## config.mk

```make
export PLATFORM = sky130hd
export DESIGN_NAME = truth_table_sweeper_flat
export DESIGN_NICKNAME = d
export VERILOG_FILES = /design/src/rtl/truth_table_sweeper_pkg.sv /design/src/rtl/truth_table_sweeper_if.sv /design/src/rtl/truth_table_sweeper_popcount.sv /design/src/rtl/truth_table_sweeper.sv /design/src/flat_wrapper.sv
export SDC_FILE = /design/constraint.sdc
export NUM_CORES = 1
export LEC_CHECK = 0
export BUFFER_PORTS_ARGS = -buffer_cell sky130_fd_sc_hd__buf_4
export CORE_MARGIN = 2
export CORE_UTILIZATION = 58
export CTS_CLUSTER_SIZE = 12
export DETAILED_ROUTE_END_ITERATION = 12
export GPL_ROUTABILITY_DRIVEN = 0
export GPL_TIMING_DRIVEN = 0
export HOLD_SLACK_MARGIN = 0.15
export PLACE_DENSITY = 0.84
export SYNTH_ARGS = -nofsm -noshare
export SYNTH_HDL_FRONTEND = slang
export SYNTH_HIERARCHICAL = 1
export SYNTH_SLANG_ARGS = --single-unit
export TNS_END_PERCENT = 50
```

## constraint.sdc

```tcl
create_clock -name clk -period 5 [get_ports clk]
set_input_delay 0.5 -clock clk [delete_from_list [all_inputs] [get_ports clk]]
set_output_delay 0.5 -clock clk [all_outputs]
set_load 0.03 [all_outputs]
```

## src/rtl/truth_table_sweeper_pkg.sv

```systemverilog
// Purpose: shared types and width helpers for the truth-table sweeper.
// Latency: n/a (declarations only).
// Backpressure: n/a.
package tt_pkg;

    // FSM encoding; the enum literals double as the 2-bit state constants.
    typedef enum logic [1:0] {
        ST_IDLE   = 2'd0,
        ST_SETTLE = 2'd1,
        ST_SAMPLE = 2'd2,
        ST_FINISH = 2'd3
    } tt_state_t;

    // Minterm-mask width for an n-input function: one bit per input vector.
    function automatic int tt_w(input int n_in);
        return 1 << n_in;
    endfunction

endpackage

```

## src/rtl/truth_table_sweeper_if.sv

```systemverilog
// Purpose: bundles the sweeper's request, function-under-test and result signals.
// Latency: n/a (wiring only).
// Backpressure: none; start is simply ignored while a sweep runs.
// Ports: master = harness/driver side, slave = sweeper side.
interface truth_table_sweeper_if #(
    parameter int N_IN = 3
);
    localparam int TT_W = tt_pkg::tt_w(N_IN);

    logic              start;
    logic [TT_W-1:0]   expected;
    logic              resp_in;
    logic [N_IN-1:0]   vec_out;
    logic              busy;
    logic              done;
    logic [TT_W-1:0]   minterms;
    logic [N_IN:0]     ones_count;
    logic              pass;

    modport master (
        output start, expected, resp_in,
        input  vec_out, busy, done, minterms, ones_count, pass
    );

    modport slave (
        input  start, expected, resp_in,
        output vec_out, busy, done, minterms, ones_count, pass
    );
endinterface

```

## src/rtl/truth_table_sweeper_popcount.sv

```systemverilog
// Purpose: combinational population count of a W-bit vector.
// Latency: 0 cycles (pure combinational).
// Backpressure: none.
// Ports: i_vec (W bits in), o_cnt (CW-bit count out, CW must hold W).
module tt_popcount #(
    parameter int W  = 8,
    parameter int CW = 4
) (
    input  logic [W-1:0]  i_vec,
    output logic [CW-1:0] o_cnt
);
    logic [CW-1:0] w_sum;

    always_comb begin
        w_sum = '0;
        for (int i = 0; i < W; i++) begin
            w_sum = w_sum + CW'(i_vec[i]);
        end
    end

    assign o_cnt = w_sum;
endmodule

```

## src/rtl/truth_table_sweeper.sv

```systemverilog
// Purpose: sweeps all 2**N_IN input vectors through a boolean function and builds its minterm mask.
// Latency: done 2**N_IN*(SETTLE+1)+1 edges after the start edge.
// Backpressure: none; start outside IDLE is dropped, no queuing.
// Ports: clk, rst_n (sync, active-low), tt_bus (slave modport: start/expected/resp_in in,
//        vec_out/busy/done/minterms/ones_count/pass out).
module truth_table_sweeper
    import tt_pkg::*;
#(
    parameter int N_IN   = 3,
    parameter int SETTLE = 1
) (
    input  logic                       clk,
    input  logic                       rst_n,
    truth_table_sweeper_if.slave       tt_bus
);
    localparam int TT_W = tt_w(N_IN);
    localparam int CW   = (SETTLE > 1) ? $clog2(SETTLE) : 1;

    tt_state_t         r_state;
    logic [CW-1:0]     r_wait;
    logic [N_IN-1:0]   r_vec;
    logic [TT_W-1:0]   r_minterms;
    logic [TT_W-1:0]   r_expected;
    logic              r_busy;
    logic              r_done;
    logic [N_IN:0]     r_ones;
    logic              r_pass;
    logic [N_IN:0]     w_ones;

    // Counts the live mask; it is only latched in FINISH, after the last sample has landed.
    tt_popcount #(
        .W  (TT_W),
        .CW (N_IN + 1)
    ) u_popcount (
        .i_vec (r_minterms),
        .o_cnt (w_ones)
    );

    always_ff @(posedge clk) begin
        if (!rst_n) begin
            r_state    <= ST_IDLE;
            r_wait     <= '0;
            r_vec      <= '0;
            r_minterms <= '0;
            r_expected <= '0;
            r_busy     <= 1'b0;
            r_done     <= 1'b0;
            r_ones     <= '0;
            r_pass     <= 1'b0;
        end else begin
            r_done <= 1'b0;
            case (r_state)
                ST_IDLE: begin
                    if (tt_bus.start) begin
                        r_expected <= tt_bus.expected;
                        r_minterms <= '0;
                        r_ones     <= '0;
                        r_pass     <= 1'b0;
                        r_vec      <= '0;
                        r_wait     <= '0;
                        r_busy     <= 1'b1;
                        r_state    <= ST_SETTLE;
                    end
                end
                ST_SETTLE: begin
                    r_wait <= r_wait + CW'(1);
                    if (r_wait == CW'(SETTLE - 1)) begin
                        r_state <= ST_SAMPLE;
                    end
                end
                ST_SAMPLE: begin
                    r_minterms[r_vec] <= tt_bus.resp_in;
                    // Terminal compare stops the vector at all-ones so it never wraps.
                    if (r_vec == '1) begin
                        r_state <= ST_FINISH;
                    end else begin
                        r_vec   <= r_vec + N_IN'(1);
                        r_wait  <= '0;
                        r_state <= ST_SETTLE;
                    end
                end
                ST_FINISH: begin
                    r_done  <= 1'b1;
                    r_busy  <= 1'b0;
                    r_pass  <= (r_minterms == r_expected);
                    r_ones  <= w_ones;
                    r_state <= ST_IDLE;
                end
                default: r_state <= ST_IDLE;
            endcase
        end
    end

    assign tt_bus.vec_out    = r_vec;
    assign tt_bus.busy       = r_busy;
    assign tt_bus.done       = r_done;
    assign tt_bus.minterms   = r_minterms;
    assign tt_bus.ones_count = r_ones;
    assign tt_bus.pass       = r_pass;
endmodule

```

## src/flat_wrapper.sv

```systemverilog
// flat-port wrapper written by rule: the top's interface ports become plain ports
module truth_table_sweeper_flat import tt_pkg::*;
#(
    parameter int N_IN   = 3,
    parameter int SETTLE = 1
)
  (clk, rst_n, tt_bus_start, tt_bus_expected, tt_bus_resp_in, tt_bus_vec_out, tt_bus_busy, tt_bus_done, tt_bus_minterms, tt_bus_ones_count, tt_bus_pass);
  truth_table_sweeper_if #(.N_IN(N_IN)) tt_bus_i ();
  input  logic clk;
  input  logic rst_n;
  input wire logic [$bits(tt_bus_i.start)-1:0] tt_bus_start;
  input wire logic [$bits(tt_bus_i.expected)-1:0] tt_bus_expected;
  input wire logic [$bits(tt_bus_i.resp_in)-1:0] tt_bus_resp_in;
  output wire logic [$bits(tt_bus_i.vec_out)-1:0] tt_bus_vec_out;
  output wire logic [$bits(tt_bus_i.busy)-1:0] tt_bus_busy;
  output wire logic [$bits(tt_bus_i.done)-1:0] tt_bus_done;
  output wire logic [$bits(tt_bus_i.minterms)-1:0] tt_bus_minterms;
  output wire logic [$bits(tt_bus_i.ones_count)-1:0] tt_bus_ones_count;
  output wire logic [$bits(tt_bus_i.pass)-1:0] tt_bus_pass;
  assign tt_bus_i.start = tt_bus_start;
  assign tt_bus_i.expected = tt_bus_expected;
  assign tt_bus_i.resp_in = tt_bus_resp_in;
  assign tt_bus_vec_out = tt_bus_i.vec_out;
  assign tt_bus_busy = tt_bus_i.busy;
  assign tt_bus_done = tt_bus_i.done;
  assign tt_bus_minterms = tt_bus_i.minterms;
  assign tt_bus_ones_count = tt_bus_i.ones_count;
  assign tt_bus_pass = tt_bus_i.pass;
  truth_table_sweeper #(.N_IN(N_IN), .SETTLE(SETTLE)) u_core (.clk(clk), .rst_n(rst_n), .tt_bus(tt_bus_i));
endmodule
```

; ---- Word-level counts from Yosys, hierarchy flattened
; Cells that the tools add are included.
[totals]
ff_bits = 29
input_bits = 12
out_inout_bits = 18
word_cells = 60
[op_classes]
n_addsub = 9
magnitude_cmp = 2
n_eq_ne = 8
n_mux = 21
reduce_logical = 11
[ops]
columns = operator, n
row1 = $add 4x1->4, 4
row2 = $pmux 8 s2, 1
row3 = $bwmux 8, 1
row4 = $eq 8x8->1, 1
row5 = $mux 8, 1
row6 = $pmux 2 s4, 1
row7 = $pmux 4 s2, 1
row8 = $reduce_and 2->1, 4
row9 = $mux 2, 3
row10 = $mux 3, 2
row11 = $ne 2x2->1 const B, 3
row12 = $pmux 3 s2, 1
row13 = $reduce_and 3->1, 2
row14 = $mux 1, 5
row15 = $add 3x1->4, 1
row16 = $eq 2x2->1 const B, 2
row17 = $lt 3x4->1 const B, 1
row18 = $mux 4, 1
row19 = $pmux 1 s2, 2
row20 = $reduce_bool 2->1, 2
row21 = $add 2x1->3, 1
row22 = $add 3x1->3 const B, 1
row23 = $demux 1 s3, 1
row24 = $eq 3x3->1 const B, 1
row25 = other kinds (8), 8

; ---- Longest topological paths before layout
[logic_depth]
ltp_word = 8
mapped_depth = 11

; ---- Hierarchy
; Netlist, hierarchy kept.
[modules_own_cells]
columns = module, n_inst, cells_each, area_per_inst_um2
row1 = truth_table_sweeper, 1, 152, 1290.0
row2 = tt_popcount, 1, 24, 190.2

; ---- Least setup slack after synthesis
; No wires, ideal clock.
[synth_path]
path_kind = reg2reg
start = register u_core.r_minterms[0] (netlist: u_core/tt_bus.minterms[0])
end = register u_core.r_ones[2] (netlist: u_core/tt_bus.ones_count[2])
setup_time_ps = 119
arrival_time_ps = 2907
setup_slack_ps = 1974
stages_incl_launch_ff = 12
synth_period_minus_slack_ps = 3026
cell_sequence = dfxtp_1 > inv_1 > fa_1 > fa_1 > fa_1 > inv_1 > ha_1 > inv_1 > fa_1 > xnor2_1 > nor2_1 > nor3_1
[synth_between]
elab_chain_len = 8
[synth_rtl]
columns = item, line
row1 = start: declaration, truth_table_sweeper.sv:22  ; logic [TT_W-1:0] r_minterms;
row2 = start signal: indexed assignment, truth_table_sweeper.sv:72  ; r_minterms[r_vec] <= tt_bus.resp_in;
row3 = $add 1x1->2, truth_table_sweeper_popcount.sv:17  ; w_sum = w_sum + CW'(i_vec[i]);
row4 = $add 2x1->3, truth_table_sweeper_popcount.sv:17
row5 = $add 3x1->4, truth_table_sweeper_popcount.sv:17
row6 = $add 4x1->4 (4 in series), truth_table_sweeper_popcount.sv:17
row7 = via u_core.w_ones[2], truth_table_sweeper.sv:28  ; logic [N_IN:0] w_ones;
row8 = $pmux 4 s2, truth_table_sweeper.sv:52  ; case (r_state)
row9 = end signal: assignment, truth_table_sweeper.sv:86  ; r_ones <= w_ones;
row10 = end: declaration, truth_table_sweeper.sv:26  ; logic [N_IN:0] r_ones;
; The timed path passes the listed nets, and every way through them passes these cells.
; A chain may end at the register's enable or synchronous reset.

; ---- Final worst setup path
; Ends and elaborated chain as after synthesis.

==> flow_summary.rst <==
.. list-table::
   :header-rows: 1

   * - Metric
     - Value
   * - Final nets
     - 232
   * - Num rows
     - 18
   * - Max VDD drop
     - 0.000186 V
   * - Max Fanout on Critical Path
     - 4
   * - Cts hold-fix bufs
     - 0
   * - Setup ws final
     - 1.92 ns
   * - Tightest Pin Transition
     - around 0.55 ns
   * - Final Hold Fails
     - 0
   * - Warnings, synthesis
     - 6
   * - Syn_nets
     - about 200
   * - Tightest slew margin relative to the limit
     - 0.629
   * - Stages on the worst setup path
     - 11
   * - Most common library cell in the layout ignoring fill and taps
     - sky130_fd_sc_hd__dfxtp_1
   * - Crit-path max cell delay
     - 0.56 ns
   * - Layout overhead on the synthesized area
     - 20.5%
   * - Synthesized area per cell
     - about 8.4 sq um
   * - Static Leakage
     - 0.725 nW
   * - Most frequent CP cell
     - sky130_fd_sc_hd__fa_1
   * - # Post-CTS Setup Buffers
     - 0
   * - Max-cap viol count
     - 0
   * - Hold Path Origin
     - tt_bus_expected[5]
   * - Register area
     - roughly 580 sq um
   * - TritonCTS clock tree
     - yes
   * - Synth Register Bits
     - 29
   * - Critical-path cell with the highest stage delay
     - sky130_fd_sc_hd__fa_1
   * - Number of distinct library cells after synthesis
     - 32
   * - Period Utilization, post-route
     - 0.616
   * - XOR/XNOR Fraction of Synth Area
     - 0.0533
   * - Adder-Cell Fraction of Synth Area
     - 0.0964
   * - Clock transition at path regs
     - 0.09 ns
   * - Most frequent cells in the layout
     - sky130_fd_sc_hd__dfxtp_1, sky130_fd_sc_hd__buf_4, sky130_fd_sc_hd__a21oi_1, sky130_fd_sc_hd__nand2_1, sky130_fd_sc_hd__inv_1
   * - Share of async-settable or async-resettable flops after synthesis
     - 0
   * - Final count of pins violating max slew
     - 0
   * - Wire length of the first global-routing pass
     - roughly 5.7 mm
   * - Endpoint of the worst-slack reg-to-reg timing path
     - u_core/tt_bus.ones_count[2]
   * - Area fraction in compound gates after synthesis
     - 0.152
   * - Drt total wl
     - about 3.5 mm
   * - Share of synthesized area spent on multiplexers
     - 0
   * - Number of buffers added by the clock tree synthesis step
     - 5
   * - Standard cell area after detailed placement
     - around 1700 sq um
   * - Y dimension of the die
     - around 55 um
   * - Core Region
     - 2450 sq um
   * - Top-Level Pins
     - 30
   * - Share of synthesized cell area in and, or, nand and nor gates
     - 0.241
   * - Maximum clock rate
     - between 300 and 400 MHz
   * - Final clock skew
     - ~0.008 ns
   * - Post-Route Setup TNS
     - 0 ns
   * - Overall track demand over capacity in global routing
     - 0.277
   * - Crit path max-delay family
     - adder cells
   * - Combined area of the multi-input logic cells
     - approximately 800 sq um
   * - Remaining number of nets flagged by the antenna check after routing
     - 0
   * - Number of enable flip-flop cells after synthesis
     - 0
   * - Detail Placement HPWL
     - 2.61 mm
   * - FF-to-FF path depth
     - 11
   * - Remaining global-route overflow
     - 0
   * - Worst setup slack before clock tree synthesis
     - roughly 2.0 ns
   * - Main combinational cell family by area after synthesis
     - simple AND/OR/NAND/NOR gates
   * - Width of the chip
     - approximately 55 um
   * - Clock sink total
     - 29
   * - Routed via count
     - ~1.4k
   * - Netlist area before placement
     - 1480 sq um
   * - Via count of the first global-routing pass
     - 1253
   * - Placed cell count
     - 234
   * - CTS root buf
     - sky130_fd_sc_hd__clkbuf_4
   * - Critical path, cell by cell
     - inv_1 > fa_1 > fa_1 > fa_1 > inv_1 > ha_1 > inv_1 > fa_1 > xnor2_1 > nor2_1 > nor3_1
   * - Initial antenna violation count
     - 0
   * - Number of vias per cell after detailed routing
     - about 5.7
   * - Number of search-and-repair iterations in the first detailed-routing pass
     - 4
   * - Primary FF master, synth
     - sky130_fd_sc_hd__dfxtp_1
   * - Maximum number of pins on one net before global-route repair
     - 11
   * - Post-synthesis sequential area ratio
     - 0.392
   * - Run status
     - complete, no violations
   * - Number of resized instances in the post-cts repair step
     - 0
   * - Initial Util
     - 0.603
   * - Filler Cells Inserted
     - 205
   * - Buffers and inverters on the worst path
     - 3
   * - Crit end category
     - flip-flop
   * - End-of-flow core utilization
     - 0.726
   * - Source of the critical timing path
     - u_core/tt_bus.minterms[0]
   * - Share of final-layout standard cells stronger than drive strength 1
     - 0.204
   * - CP required
     - 5.24 ns
   * - Class of the most critical hold timing path
     - input port to flip-flop
   * - Reg-to-reg critical path startpoint
     - u_core/tt_bus.minterms[0]
   * - Type of the setup path with the least slack
     - flip-flop to flip-flop
   * - Clock insertion delay at the later pin of the skew report
     - 0.33 ns
   * - DR iter-0 viols
     - between 40 and 50
   * - Number of setup violations in the final report
     - 0
   * - Worst setup path endpoint
     - u_core/tt_bus.ones_count[2]
   * - Post-synthesis cell count
     - roughly 180
   * - Routed len/inst
     - approximately 14 um
   * - Unrepaired setup endpoints after global routing
     - false
   * - Total power divided by cell area
     - 245 nW/um^2
   * - R2R Setup Slk
     - approximately 1.9 ns
   * - Clk buf depth
     - 2
   * - Number of design rule violations left after detail routing
     - 0
   * - Critical path startpoint category
     - flip-flop
   * - Floorplan die area
     - between 2000 and 3000 sq um
   * - Depth of the CTS H-tree
     - 2
   * - Number of port buffers
     - 28
   * - Worst slack on hold paths
     - about 0.42 ns
   * - Final std cells w/o fill
     - approximately 240
   * - Final Cell Area
     - 1780 sq um
   * - Total power
     - between 0.4 and 0.5 mW
   * - Arrival time reported for the critical path endpoint
     - ~3.3 ns
   * - Total inserted antenna cells
     - 0
   * - Crit path time final
     - just over 3 ns
-- synth_stat cells, drive strengths merged, types with 2 or more instances --
library cell	number	area share
a21oi	24	0.081
and2	2	0.0085
buf	5	0.017
clkbuf	4	0.010
dfxtp	29	0.39
fa	4	0.054
ha	5	0.042
inv	15	0.038
nand2	20	0.051
nand2b	2	0.0085
nand3	7	0.024
nand3b	3	0.015
nand4	4	0.017
nor2	10	0.025
nor2b	3	0.013
nor3	5	0.017
nor3b	2	0.014
o211ai	6	0.030
o21ai	4	0.014
o311ai	2	0.012
or3b	3	0.019
xnor2	9	0.053
-- flip-flops by register name, indices dropped and copies added (netlist names) --
register                  flops
u_core/tt_bus.vec_out         3
u_core/tt_bus.minterms        8
u_core/tt_bus.ones_count      4
u_core/tt_bus.done            1
u_core/r_expected             8
u_core/r_state                2
u_core/tt_bus.pass            1
u_core/tt_bus.busy            1
u_core/r_wait                 1
-- worst min-delay path by stage --
stage	end	cells after the start	slack, ns
floorplan	u_core/r_expected[0]	2	0.45
global placement	u_core/r_expected[4]	2	0.46
detailed placement	u_core/r_expected[2]	2	0.46
CTS	u_core/r_expected[5]	3	0.41
global route	u_core/r_expected[0]	3	0.41
finish	u_core/r_expected[5]	3	0.42
-- where the power goes --
| part | leakage, nW | switching [mW] | internal [mW] | total (mW) |
|---|---|---|---|---|
| clock network | 0.0314 | 0.0746 | 0.0662 | 0.141 |
| registers | 0.236 | 0.00640 | 0.238 | 0.245 |
| logic | 0.457 | 0.0297 | 0.0223 | 0.0521 |
| total | 0.725 | 0.111 | 0.327 | 0.438 |
-- routing by layer --
layer	global-route usage	wire, um	part of all wire
met5	0	0	0
met4	0.0917	49	0.014
met3	0.0820	204	0.058
met2	0.484	1740	0.50
met1	0.323	1490	0.43
-- final cells by class --
cell class                 count  share of cell area
buffer                         9              0.0225
inverter                      15              0.0316
timing repair buffer          28               0.118
sequential                    29               0.326
clock buffer                   7              0.0309
tap                           30              0.0211
multi-input combinational    123               0.451
-- cell families (layout without fill, tap and decap cells) --
group | count (synthesis) | after routing
AO/OA/AOI/OAI | 39 | 39
AND/OR/NAND/NOR | 66 | 66
adder cells (fa/ha/maj) | 9 | 9
buffers and inverters | 24 | 59
flip-flops | 29 | 29
XOR/XNOR | 9 | 9
-- tightest hold or removal path: stages --
cell,delay [ns]
sky130_fd_sc_hd__buf_4,0.11
sky130_fd_sc_hd__nand2_1,0.05
sky130_fd_sc_hd__a21oi_1,0.05
Note: power is estimated with default switching activity, not from simulation.
